`config.mk`:
```
export PLATFORM = sky130hd
export DESIGN_NAME = twi_line_conditioner
export DESIGN_NICKNAME = d
export VERILOG_FILES = /design/src/rtl/twi_line_conditioner.sv
export SDC_FILE = /design/constraint.sdc
export NUM_CORES = 1
export LEC_CHECK = 0
export BUFFER_PORTS_ARGS = -buffer_cell sky130_fd_sc_hd__buf_2
export CAP_MARGIN = 0
export CORE_MARGIN = 10
export CORE_UTILIZATION = 45
export CTS_CLUSTER_DIAMETER = 30
export DETAILED_ROUTE_END_ITERATION = 6
export REMOVE_ABC_BUFFERS = 1
export SETUP_SLACK_MARGIN = 0.15
export SYNTH_ARGS = -nofsm -noshare
export SYNTH_HDL_FRONTEND = slang
export SYNTH_SLANG_ARGS = --single-unit
```
`constraint.sdc`:
```
create_clock -name clk_i -period 3.6 [get_ports clk_i]
set_input_delay 0.18 -clock clk_i [delete_from_list [all_inputs] [get_ports clk_i]]
set_output_delay 0.18 -clock clk_i [all_outputs]
set_load 0.05 [all_outputs]
```
`src/rtl/twi_line_conditioner.sv`:
```
// Pad-side conditioner for the TWI slave: synchronise and glitch-filter SCL/SDA,
// detect START/STOP and stuck-low bus, and drive open-drain pad enables.
module twi_line_conditioner #(
   parameter int FILTER_LEN = 4,
   parameter int TIMEOUT_W  = 20,
   parameter int ADDR_WIDTH = 4,
   parameter int DATA_WIDTH = 32
) (
   input  logic                  clk_i,
   input  logic                  rstn_i,
   input  logic                  pad_scl_i,
   input  logic                  pad_sda_i,
   output logic                  pad_scl_oe_o,
   output logic                  pad_sda_oe_o,
   output logic                  core_scl_o,
   output logic                  core_sda_o,
   input  logic                  core_scl_i,
   input  logic                  core_sda_i,
   input  logic                  wren_i,
   input  logic                  rden_i,
   input  logic [ADDR_WIDTH-1:0] addr_i,
   input  logic [DATA_WIDTH-1:0] data_i,
   output logic [DATA_WIDTH-1:0] data_o,
   output logic                  ack_o,
   output logic                  bus_busy_o,
   output logic                  stuck_o
);

   localparam int FCW = $clog2(FILTER_LEN + 1);

   // Line vectors: bit 0 = SCL, bit 1 = SDA.
   logic [1:0]            sync1_q, sync1_d, sync2_q, sync2_d;
   logic [1:0]            filt_q, filt_d, prev_q, prev_d;
   logic [1:0][FCW-1:0]   fcnt_q, fcnt_d;
   logic [1:0]            oe_q, oe_d;
   logic [1:0]            ctrl_q, ctrl_d;
   logic [TIMEOUT_W-1:0]  timeout_q, timeout_d, to_cnt_q, to_cnt_d;
   logic [15:0]           start_cnt_q, start_cnt_d, stop_cnt_q, stop_cnt_d;
   logic                  busy_q, busy_d, stuck_q, stuck_d;
   logic                  ack_q, ack_d;
   logic [DATA_WIDTH-1:0] rdata_q, rdata_d;

   logic start_ev, stop_ev, line_low, to_en, stuck_set;
   logic wr, rd, sel_ctrl, sel_status, sel_counts, sel_timeout;
   logic unused_data;

   assign unused_data = ^data_i;

   always_comb begin
      sync1_d = {pad_sda_i, pad_scl_i};
      sync2_d = sync1_q;
      prev_d  = filt_q;
      for (int i = 0; i < 2; i++) begin
         filt_d[i] = filt_q[i];
         fcnt_d[i] = '0;
         if (sync2_q[i] != filt_q[i]) begin
            if (fcnt_q[i] == FCW'(FILTER_LEN - 1)) filt_d[i] = sync2_q[i];
            else                                    fcnt_d[i] = fcnt_q[i] + 1'b1;
         end
      end
   end

   // An SCL edge in the same cycle disqualifies the event because SCL must be high in both cycles.
   assign start_ev = prev_q[0] & filt_q[0] & prev_q[1] & ~filt_q[1];
   assign stop_ev  = prev_q[0] & filt_q[0] & ~prev_q[1] & filt_q[1];

   // Host handshake: each cycle with wren_i or rden_i is acknowledged by a one-cycle ack_o
   // on the next cycle; data_o holds read data only in a read ack and is 0 otherwise.
   // A cycle with both strobes is a write.
   assign wr          = wren_i;
   assign rd          = rden_i & ~wren_i;
   assign sel_ctrl    = (addr_i == ADDR_WIDTH'(0));
   assign sel_status  = (addr_i == ADDR_WIDTH'(1));
   assign sel_counts  = (addr_i == ADDR_WIDTH'(2));
   assign sel_timeout = (addr_i == ADDR_WIDTH'(3));

   assign line_low = ~(filt_q[0] & filt_q[1]);
   assign to_en    = |timeout_q;

   always_comb begin
      to_cnt_d = to_cnt_q;
      if (!line_low)                             to_cnt_d = '0;
      else if (!(to_en && to_cnt_q == timeout_q)) to_cnt_d = to_cnt_q + 1'b1;
   end

   assign stuck_set = line_low & to_en & (to_cnt_d == timeout_q);

   always_comb begin
      stuck_d = stuck_q;
      if (wr && sel_status && data_i[1]) stuck_d = 1'b0;
      if (stuck_set)                     stuck_d = 1'b1;

      busy_d = busy_q;
      if (start_ev)  busy_d = 1'b1;
      if (stop_ev)   busy_d = 1'b0;
      if (stuck_set) busy_d = 1'b0;

      start_cnt_d = start_cnt_q;
      stop_cnt_d  = stop_cnt_q;
      if (start_ev && start_cnt_q != 16'hFFFF) start_cnt_d = start_cnt_q + 16'd1;
      if (stop_ev && stop_cnt_q != 16'hFFFF)   stop_cnt_d  = stop_cnt_q + 16'd1;
      if (wr && sel_counts) begin
         start_cnt_d = '0;
         stop_cnt_d  = '0;
      end

      ctrl_d    = ctrl_q;
      timeout_d = timeout_q;
      if (wr && sel_ctrl)    ctrl_d    = data_i[1:0];
      if (wr && sel_timeout) timeout_d = data_i[TIMEOUT_W-1:0];

      rdata_d = '0;
      if (rd) begin
         if (sel_ctrl)    rdata_d[1:0]           = ctrl_q;
         if (sel_status)  rdata_d[3:0]           = {filt_q[1], filt_q[0], stuck_q, busy_q};
         if (sel_counts)  rdata_d[31:0]          = {stop_cnt_q, start_cnt_q};
         if (sel_timeout) rdata_d[TIMEOUT_W-1:0] = timeout_q;
      end
      ack_d = wren_i | rden_i;

      // Using the next stuck value keeps the pads released in the same cycle stuck_o rises.
      oe_d[0] = ~core_scl_i & ctrl_q[0] & ~ctrl_q[1] & ~stuck_d;
      oe_d[1] = ~core_sda_i & ctrl_q[0] & ~ctrl_q[1] & ~stuck_d;
   end

   always_ff @(posedge clk_i or negedge rstn_i) begin
      if (!rstn_i) begin
         sync1_q     <= 2'b11;
         sync2_q     <= 2'b11;
         filt_q      <= 2'b11;
         prev_q      <= 2'b11;
         fcnt_q      <= '0;
         oe_q        <= 2'b00;
         ctrl_q      <= 2'b01;
         timeout_q   <= '1;
         to_cnt_q    <= '0;
         start_cnt_q <= '0;
         stop_cnt_q  <= '0;
         busy_q      <= 1'b0;
         stuck_q     <= 1'b0;
         ack_q       <= 1'b0;
         rdata_q     <= '0;
      end else begin
         sync1_q     <= sync1_d;
         sync2_q     <= sync2_d;
         filt_q      <= filt_d;
         prev_q      <= prev_d;
         fcnt_q      <= fcnt_d;
         oe_q        <= oe_d;
         ctrl_q      <= ctrl_d;
         timeout_q   <= timeout_d;
         to_cnt_q    <= to_cnt_d;
         start_cnt_q <= start_cnt_d;
         stop_cnt_q  <= stop_cnt_d;
         busy_q      <= busy_d;
         stuck_q     <= stuck_d;
         ack_q       <= ack_d;
         rdata_q     <= rdata_d;
      end
   end

   assign core_scl_o   = filt_q[0];
   assign core_sda_o   = filt_q[1];
   assign pad_scl_oe_o = oe_q[0];
   assign pad_sda_oe_o = oe_q[1];
   assign bus_busy_o   = busy_q;
   assign stuck_o      = stuck_q;
   assign ack_o        = ack_q;
   assign data_o       = rdata_q;

endmodule

```
# Word-level counts from Yosys, hierarchy flattened

Index checks and enable logic that the tools add are counted.

Register bits: 125
Latch bits: 0
RAM bits: 0
Memory bits (read-only): 0
Input port bits: 44
Memories kept: 0

Add/subtract/negate cells: 5
Multipliers: 0
Div/mod/pow operators: 0
Magnitude comparators: 0
Equality and inequality tests: 11
Shift operators: 0
Muxes and demuxes: 20
Bitwise gates (word level): 24
Reduce and logical (&&, ||, !) cells: 15

Operators by type and width:

| operator                                                               | number |
|---|---|
| 16-bit 2-to-1 mux                                                      | 4 |
| 32-bit 2-to-1 mux                                                      | 2 |
| 20-bit 2-to-1 mux                                                      | 3 |
| 20-bit equality test                                                   | 2 |
| 16-bit by 1-bit adder with 16-bit output (second input constant)       | 2 |
| 16-bit inequality test (second input constant)                         | 2 |
| 20-bit by 1-bit adder with 20-bit output (second input constant)       | 1 |
| 20-bit OR reduction                                                    | 1 |
| 1-bit AND                                                              | 15 |
| 3-bit 2-to-1 mux                                                       | 4 |
| 4-bit by 2-bit equality test with 1-bit output (second input constant) | 2 |
| 1-bit logical AND                                                      | 8 |
| 1-bit NOT                                                              | 8 |
| 3-bit by 1-bit adder with 3-bit output (second input constant)         | 2 |
| 3-bit by 2-bit equality test with 1-bit output (second input constant) | 2 |
| 1-bit 2-to-1 mux                                                       | 5 |
| 4-bit by 1-bit equality test with 1-bit output (second input constant) | 1 |
| 4-bit logical NOT                                                      | 1 |
| 4-bit 2-to-1 mux                                                       | 1 |
| 2-bit AND reduction                                                    | 2 |
| 2-bit nonzero test                                                     | 2 |
| 3-bit nonzero test                                                     | 1 |
| 2-bit 2-to-1 mux                                                       | 1 |
| 1-bit inequality test                                                  | 2 |
| 1-bit OR                                                               | 1 |

# Depth between registers and ports, before layout

Gate-level depths: netlist of the first run.

Depth after elaboration: 9
Gate-level depth with buffers: 13
Depth with buffers taken out: 10

# Worst setup path before layout of the first run

OpenSTA, ideal clock, no wires.

Path kind: reg2reg
Start point: register filt_q[1]
End point: register oe_q[0]
Setup time: 0.135 ns
Arrival time: 3.038 ns
Data required time: 3.465 ns
Slack: 0.427 ns
Stages on the path, launching flop included: 13
Path buffers: 2
Period minus slack after synthesis: 3.173 ns
Cell sequence: dfstp_2 > clkbuf_1 > and2_1 > clkbuf_1 > nor2_1 > mux2_2 > a32oi_1 > nor2_2 > a211o_1 > a2111oi_2 > nand4b_1 > nor4_2 > nor4_1

Longest elaborated chain between the ends: 7
Elaborated cells between the ends (all ways): 9
Those cells by class: eq/ne: 1; mux: 2; bitwise: 6

RTL lines:

| what                                              | line   | text |
|---|---|---|
| start, declared                                   | 33     | `logic [1:0] filt_q, filt_d, prev_q, prev_d;` |
| start signal, assigned                            | 146    | `filt_q <= filt_d;` |
| 1-bit AND *                                       | 77     | `assign line_low = ~(filt_q[0] & filt_q[1]);` |
| 20-bit 2-to-1 mux or 1-bit NOT (tied branches)    | 82, 77 |  |
| 20-bit equality test or 1-bit AND (tied branches) | 86     | `assign stuck_set = line_low & to_en & (to_cnt_d == timeout_q);` |
| 1-bit AND *                                       | 86     |  |
| 1-bit 2-to-1 mux *                                | 91     | `if (stuck_set) stuck_d = 1'b1;` |
| 1-bit NOT *                                       | 122    | `oe_d[0] = ~core_scl_i & ctrl_q[0] & ~ctrl_q[1] & ~stuck_d;` |
| 1-bit AND *                                       | 122    |  |
| named net oe_d[0]                                 | 35     | `logic [1:0] oe_q, oe_d;` |
| end signal, assigned                              | 133    | `oe_q <= 2'b00;` |
| end signal, assigned                              | 149    | `oe_q <= oe_d;` |
| end, declared                                     | 35     |  |

Mark *: on every way through the listed nets, which the timed path passes. The rest lies on a longest branch.
A chain may end at the register's enable or synchronous reset.

# Final worst setup path of the first run

Start point: register timeout_q[12]
End point: register stuck_q, in the netlist stuck_o

Longest elaborated chain between the ends: 7
Elaborated cells between the ends (all ways): 9
Those cells by class: eq/ne: 2; mux: 3; bitwise: 2; reduce/logical: 2

RTL lines:

| what                                                        | line   | text |
|---|---|---|
| start, declared                                             | 37     | `logic [TIMEOUT_W-1:0] timeout_q, timeout_d, to_cnt_q, to_cnt_d;` |
| start signal, assigned                                      | 151    | `timeout_q <= timeout_d;` |
| 20-bit equality test or 20-bit OR reduction (tied branches) | 83, 78 |  |
| 1-bit logical AND                                           | 83     | `else if (!(to_en && to_cnt_q == timeout_q)) to_cnt_d = to_cnt_q + 1'b1;` |
| 20-bit 2-to-1 mux                                           | 83     |  |
| 20-bit 2-to-1 mux                                           | 82     | `if (!line_low) to_cnt_d = '0;` |
| 20-bit equality test                                        | 86     |  |
| 1-bit AND *                                                 | 86     |  |
| 1-bit 2-to-1 mux *                                          | 91     |  |
| named net stuck_d                                           | 39     | `logic busy_q, busy_d, stuck_q, stuck_d;` |
| end signal, assigned                                        | 156    | `stuck_q <= stuck_d;` |
| end, declared                                               | 39     |  |

Marked as above.

==> results.tsv, run 1 <==
stage	metric	value	unit
routing	wl_per_cell	19.0	microns
final_layout	fillers	1218	
clock_tree	cts_tree	yes	
grt	grt_pass1_wl	29100	microns
routing	ant_nets	0	
logic_synthesis	ys.flop_type	dfrtp_1	
final_layout	drive_gt1_share	31.5	%
sta	fin_tns_setup	0	ns
sta	fin_crit_sh	92.5	%
setup_path	worstPathRequired	3.90	ns
clock_tree	root_buffer	clkbuf_16	
setup_path	cp.arrival	3.63	ns
setup_path	critPathKind	reg -> reg	
sta	fin_crit	3.33	ns
die	die_area	19500	sq um
power	ir_drop	0.000504	V
grt	grt_pass1_vias	5417	
routing	vias	5157	
logic_synthesis	yosysMostFrequentCell	dfrtp_1	
routing	vias_per_cell	5.53	
logic_synthesis	seq_area_frac_synth	49.3	%
sta	slew_viol_final	0	
final_layout	area_growth	24.3	%
setup_path	worst_setup_path_start_kind	register	
job	cap_viol_max_count	0	
clock_tree	cts.htree.levels	4	
final_layout	diodes	0	
status	violations	hold timing	
place	placed_cells	878	
logic_synthesis	syn_avg_cell_area	10.2	sq um
sta	fmax	0.300	GHz
logic_synthesis	synth.area.top_cells	dfrtp_1 (37%), dfstp_2 (12%), xor2_1 (5.3%), nor2_1 (5.2%), mux2_2 (4.9%)	
sta	finalSetupViolCount	0	
die	die_y	139	microns
logic_synthesis	yosysTopAreaCell	dfrtp_1	
die	die_w	139	microns
clock_tree	worst_skew_pair.late_latency	0.42	ns
routing	finalWirelength	17700	microns
logic_synthesis	async_flop_share	100	%
logic_synthesis	synth_top_area_share	37.4	%
place	place_congestion	0.983	
power	p_total	5.13	mW
logic_synthesis	synthTopCellsByCount	dfrtp_1 (96), nor2_1 (89), xor2_1 (39), nand2_1 (32), nand3_1 (30)	
power	p_leak	3.54	nW
grt	grt_max_degree	86	
place	place.detailed.hpwl	12900	microns
clock_tree	cts_buffer_depth	2	
routing	first_iter_violations	474	
grt	grt.total_usage	18.5	%
grt	grt_overflow	0	
clock_tree	path_clk_slew	0.06	ns
power	power.density	643	nW/um^2
sta	relSlewSlack	28.2	%
sta	tightest_slew	1.08	ns
logic_synthesis	syn_inst	627	
sta	fin_skew	0.0119	ns
final_layout	nNetsFinal	788	
final_layout	post-route-util	57.3	%
final_layout	layoutNonFillerInstCount	932	
routing	post-route-drc-count	0	
status	status	complete, but fails checks	
logic_synthesis	synth_seq_cells	125	
setup_path	worst_setup_path_end_kind	register	
clock_tree	cts.sinks	125	
logic_synthesis	ys_types	71	
routing	firstDrtPassIters	4	
die	num_rows	43	
die	io_pins	83	
place	io_buffer_count	70	
logic_synthesis	yosysWarningCount	0	
sta	rsz0062_at_grt	no	
die	start_util	46.1	%
clock_tree	cts_buffers	17	
die	core_area	13900	sq um
hold_path	min_path_type	in -> async	
sta	hold_violations	39	
logic_synthesis	synth-edff-count	0	
sta	worst_hold_slack	-0.0468	ns
setup_path	path_max_fanout	11	
grt	antenna_found_initial	0	
logic_synthesis	syn_area	6420	sq um
-- report_power, final --
group | internal, mW | leakage (nW) | switching [mW]
logic | 0.559 | 1.65 | 0.758
registers | 1.71 | 1.59 | 0.341
clock network | 1.15 | 0.298 | 0.619
-- through the flow --
step | area, sq um | setup slack [ns]
floorplan | 6220 | 0.255
global placement | 7080 | -0.0625
detailed placement | 7080 | 0.0108
CTS | 7890 | 0.165
global route | 7990 | 0.140
finish | 7990 | 0.269
-- worst max-delay path: stages (launching register included) --
cell      delay, ns
dfstp_2        0.62
xor2_1         0.29
and4bb_2       0.28
nand4_1        0.20
nor2_4         0.08
buf_6          0.17
or3_1          0.42
or3_1          0.32
a31o_2         0.25
nand4_1        0.15
nor4_2         0.08
buf_4          0.16
or2_1          0.20
-- final cells by class --
class	instances	area (sq um)	share of cell area [%]
Clock inverter	9	134	1.68
Clock buffer	23	478	5.99
Sequential cell	125	3160	39.6
Multi-Input combinational cell	458	3110	39.0
Inverter	8	30.0	0.376
Tap cell	180	225	2.82
Timing Repair Buffer	129	842	10.5
-- worst paths after layout --
path	startpoint	endpoint	slack, ns	cells past startpoint
worst max-delay path	timeout_q[12]	stuck_o	0.27	12
worst min-delay path	rstn_i	to_cnt_q[13]	-0.05	1
worst max register to register	timeout_q[12]	stuck_o	0.27	12
worst min register to register	sync1_q[1]	sync2_q[1]	0.35	0
max in group asynchronous	rstn_i	timeout_q[1]	2.68	2
min in group clk_i	data_i[16]	timeout_q[16]	0.01	2
-- timing repair --
action / 4_1_cts / 5_1_grt
pin swaps: 3 / 6
buffers inserted: 1 / 4
hold endpoints to repair: 17 / 0
hold buffers: 17 / 0
setup endpoints to repair: 4 / 4
gates resized for setup: 6 / 15
-- layout by cell type, fill, tap and decap left out, types with 9 or more instances in the layout --
| cell | n |
|---|---|
| a21oi_1 | 10 |
| a22oi_1 | 16 |
| and2_1 | 20 |
| buf_2 | 69 |
| buf_4 | 42 |
| clkbuf_16 | 17 |
| dfrtp_1 | 96 |
| dfstp_2 | 29 |
| dlygate4sd3_1 | 17 |
| mux2_2 | 28 |
| nand2_1 | 32 |
| nand3_1 | 30 |
| nand4_1 | 17 |
| nor2_1 | 88 |
| nor3_1 | 18 |
| o21ai_0 | 13 |
| or3_1 | 9 |
| xnor2_1 | 23 |
| xor2_1 | 39 |
-- registers in the layout, summed over array words and instances, names as in the netlist, 6 cells and up --
register	flops
stop_cnt_q	16
start_cnt_q	16
timeout_q	20
to_cnt_q	20
fcnt_q	6
data_o	32
-- cells by family (layout without fill, tap and decap cells) --
| kind of cell | after synthesis | after routing | synth area share (%) |
|---|---|---|---|
| AOI/OAI and AO/OA | 79 | 79 | 8.92 |
| xor gates and xnor gates | 63 | 63 | 8.71 |
| adders and majority gates | 5 | 5 | 0.974 |
| buffers and inverters | 44 | 169 | 3.62 |
| DFF | 125 | 125 | 49.3 |
| muxes | 36 | 36 | 6.15 |
| and+or+nand+nor | 275 | 275 | 22.4 |
-- per-layer routing --
layer  global-route usage [%]  part of all wire (%)  routed length, microns  vias up
li1                         -                     -                       -     2444
met1                     23.6                    45                    7940     2553
met2                     29.8                    48                    8490      145
met3                     4.76                   6.1                    1090       15
met4                     5.88                   1.3                     225        0
met5                        0                     0                       0        -
(Power assumes the default switching activity.)
==> inputs of run 2 (changes only) <==
CORE_ASPECT_RATIO = 0.8   (was unset)
REMOVE_ABC_BUFFERS = unset   (was 1)
clock period = 4 ns   (was 3.6 ns; I/O delays follow)
==> run 2 against run 1 <==
Compared with the run above: the run now ends clean; sequential cell count unchanged; via count fell by 2.9%; critical path depth shrank 1; first-iteration DRC count shrank 18%; critical path type unchanged; critical endpoint is now oe_q[1]; highest routed layer unchanged.
==> results.tsv, run 2 (same netlist as run 1, synthesis figures left out) <==
stage	metric	value	unit	change
status	status	finished clean		
setup_path	critPathKind	reg -> reg		
routing	firstDrtPassIters	5		+1
routing	wl_per_cell	19.3	microns	+1.3%
place	pre_cts_slack	0.479	ns	+0.468 ns
grt	grt_overflow	0		unchanged
clock_tree	path_clk_slew	0.06	ns	about the same
die	die_y	127	microns	-9.0%
sta	hold_violations	0		-100%
routing	wl_met1	8810	microns	+11%
power	power.density	582	nW/um^2	-9.5%
grt	antenna_found_initial	0		unchanged
power	p_leak	3.38	nW	-4.7%
sta	rsz0062_at_grt	no		
hold_path	min_path_type	in -> reg		
sta	fin_crit_sh	88.8	%	-3.7 points
setup_path	cp_slowest_cell	dfstp_2		
sta	finalSetupViolCount	0		unchanged
power	ir_drop	0.000387	V	-23%
final_layout	diodes	0		unchanged
setup_path	path_cells	and2b_1, nor3_1, nand4_1, or2_2, and3_1, mux2i_1, o311ai_0, a2111o_1, nor4_2, buf_4, nor4_1		
grt	grt_max_degree	62		-28%
clock_tree	cts_buffers	17		unchanged
logic_synthesis	syn_nets	676		
die	core_area	13800	sq um	-1.1%
place	place_congestion	0.950		-3.3%
place	io_buffer_count	70		unchanged
sta	slew_viol_final	0		unchanged
sta	fin_skew	0.0133	ns	+0.00143 ns
routing	vias	5007		-2.9%
sta	fin_ws	0.449	ns	+0.180 ns
routing	first_iter_violations	388		-18%
final_layout	drive_gt1_share	27.8	%	-3.7 points
final_layout	area_growth	18.7	%	
sta	fin_tns_setup	0	ns	unchanged
setup_path	worst_setup_path_start_kind	register		
clock_tree	worst_skew_pair.late_latency	0.42	ns	about the same
routing	vias_per_cell	5.55		+0.32%
final_layout	nNetsFinal	758		-3.8%
die	start_util	46.6	%	+0.49 points
routing	post-route-drc-count	0		unchanged
clock_tree	root_buffer	clkbuf_16		
clock_tree	cts_buffer_depth	2		unchanged
routing	topRoutingLayerUsed	met4		
routing	wl_met3	1480	microns	+36%
final_layout	final_cell_mix	dfrtp_1 (96), nor2_1 (89), buf_2 (69), xor2_1 (39), nand2_1 (32)		
setup_path	cp.arrival	3.86	ns	+0.23 ns
clock_tree	cts_resized	0		-6
place	place.detailed.hpwl	12600	microns	-2.0%
clock_tree	cts_tree	yes		
grt	grt_pass1_wl	27800	microns	-4.3%
setup_path	worstPathRequired	4.31	ns	+0.41 ns
grt	grt_pass1_vias	4950		-8.6%
sta	relSlewSlack	30.0	%	+1.8 points
final_layout	largest_reg_flops	32		unchanged
clock_tree	cts.sinks	125		unchanged
clock_tree	post-cts-setup-buffers	0		-1
sta	fmax	0.282	GHz	-6.2%
clock_tree	cts_hold_buf	11		-6
die	io_pins	83		unchanged
setup_path	path_max_fanout	8		-3
die	die_area	19500	sq um	+0.15%
grt	grt.total_usage	17.9	%	-0.57 points
final_layout	layout_commonest_cell	dfrtp_1		
setup_path	worst_setup_path_end_kind	register		
sta	fin_crit	3.55	ns	+0.220 ns
die	die_w	154	microns	+10%
routing	ant_nets	0		unchanged
routing	dr_wl_met2	6890	microns	-19%
clock_tree	cts.htree.levels	4		unchanged
sta	tightest_slew	1.05	ns	-0.0301 ns
job	cap_viol_max_count	0		unchanged
routing	finalWirelength	17400	microns	-2.0%
die	num_rows	38		-12%
setup_path	max_stage_delay	0.59	ns	-0.03 ns
[run 2: worst paths after layout]
kind,slack (ns),cells after the start,to,startpoint
worst max-delay path,0.45,11,oe_q[1],timeout_q[15]
worst min-delay path,0.01,2,timeout_q[6],data_i[6]
worst max register to register,0.45,11,oe_q[1],timeout_q[15]
worst min register to register,0.36,0,sync2_q[0],sync1_q[0]
max in group asynchronous,2.63,3,ctrl_q[0],rstn_i
min in group asynchronous,0.40,2,data_o[8],rstn_i
[run 2: layer usage]
metal  up-vias  track usage [%]
li1       2382                -
met1      2429             26.8
met2       179             23.1
met3        17             6.28
met4         0             5.71
met5         -                0
[run 2: final cells by class]
cell class,count,area [sq um]
repair buffers,99,598
fillers,1233,6160
clock inverters,14,144
flip-flops and latches,125,3160
clock buffers,18,439
multi-input cells,458,3030
well taps,180,225
inverters,8,30.0
[run 2: worst max-delay path: cells and delay by family (launching register included)]
kind / cells / cell delay (ns)
multiplexers: 1 / 0.31
buffers and inverters: 1 / 0.20
flip-flops: 1 / 0.59
AO/OA/AOI/OAI: 2 / 0.69
AND/OR/NAND/NOR: 7 / 1.65
[run 2: stage by stage]
step	instance area [sq um]	utilization, %	instances	power (mW)	hold slack (ns)
2_1_floorplan	6420	-	627	2.57	-0.0956
3_3_place_gp	6940	50.3	859	2.89	0.308
3_5_place_dp	6940	50.3	859	2.92	0.307
4_1_cts	7630	55.3	902	4.45	0.00257
5_1_grt	7630	55.3	902	4.67	0.0104
6_report	7630	55.3	902	4.44	0.0126
[run 2: where the power goes]
group	internal [mW]	switching, mW
sequential	1.54	0.355
combinational	0.429	0.602
clock	0.932	0.578
total	2.90	1.54
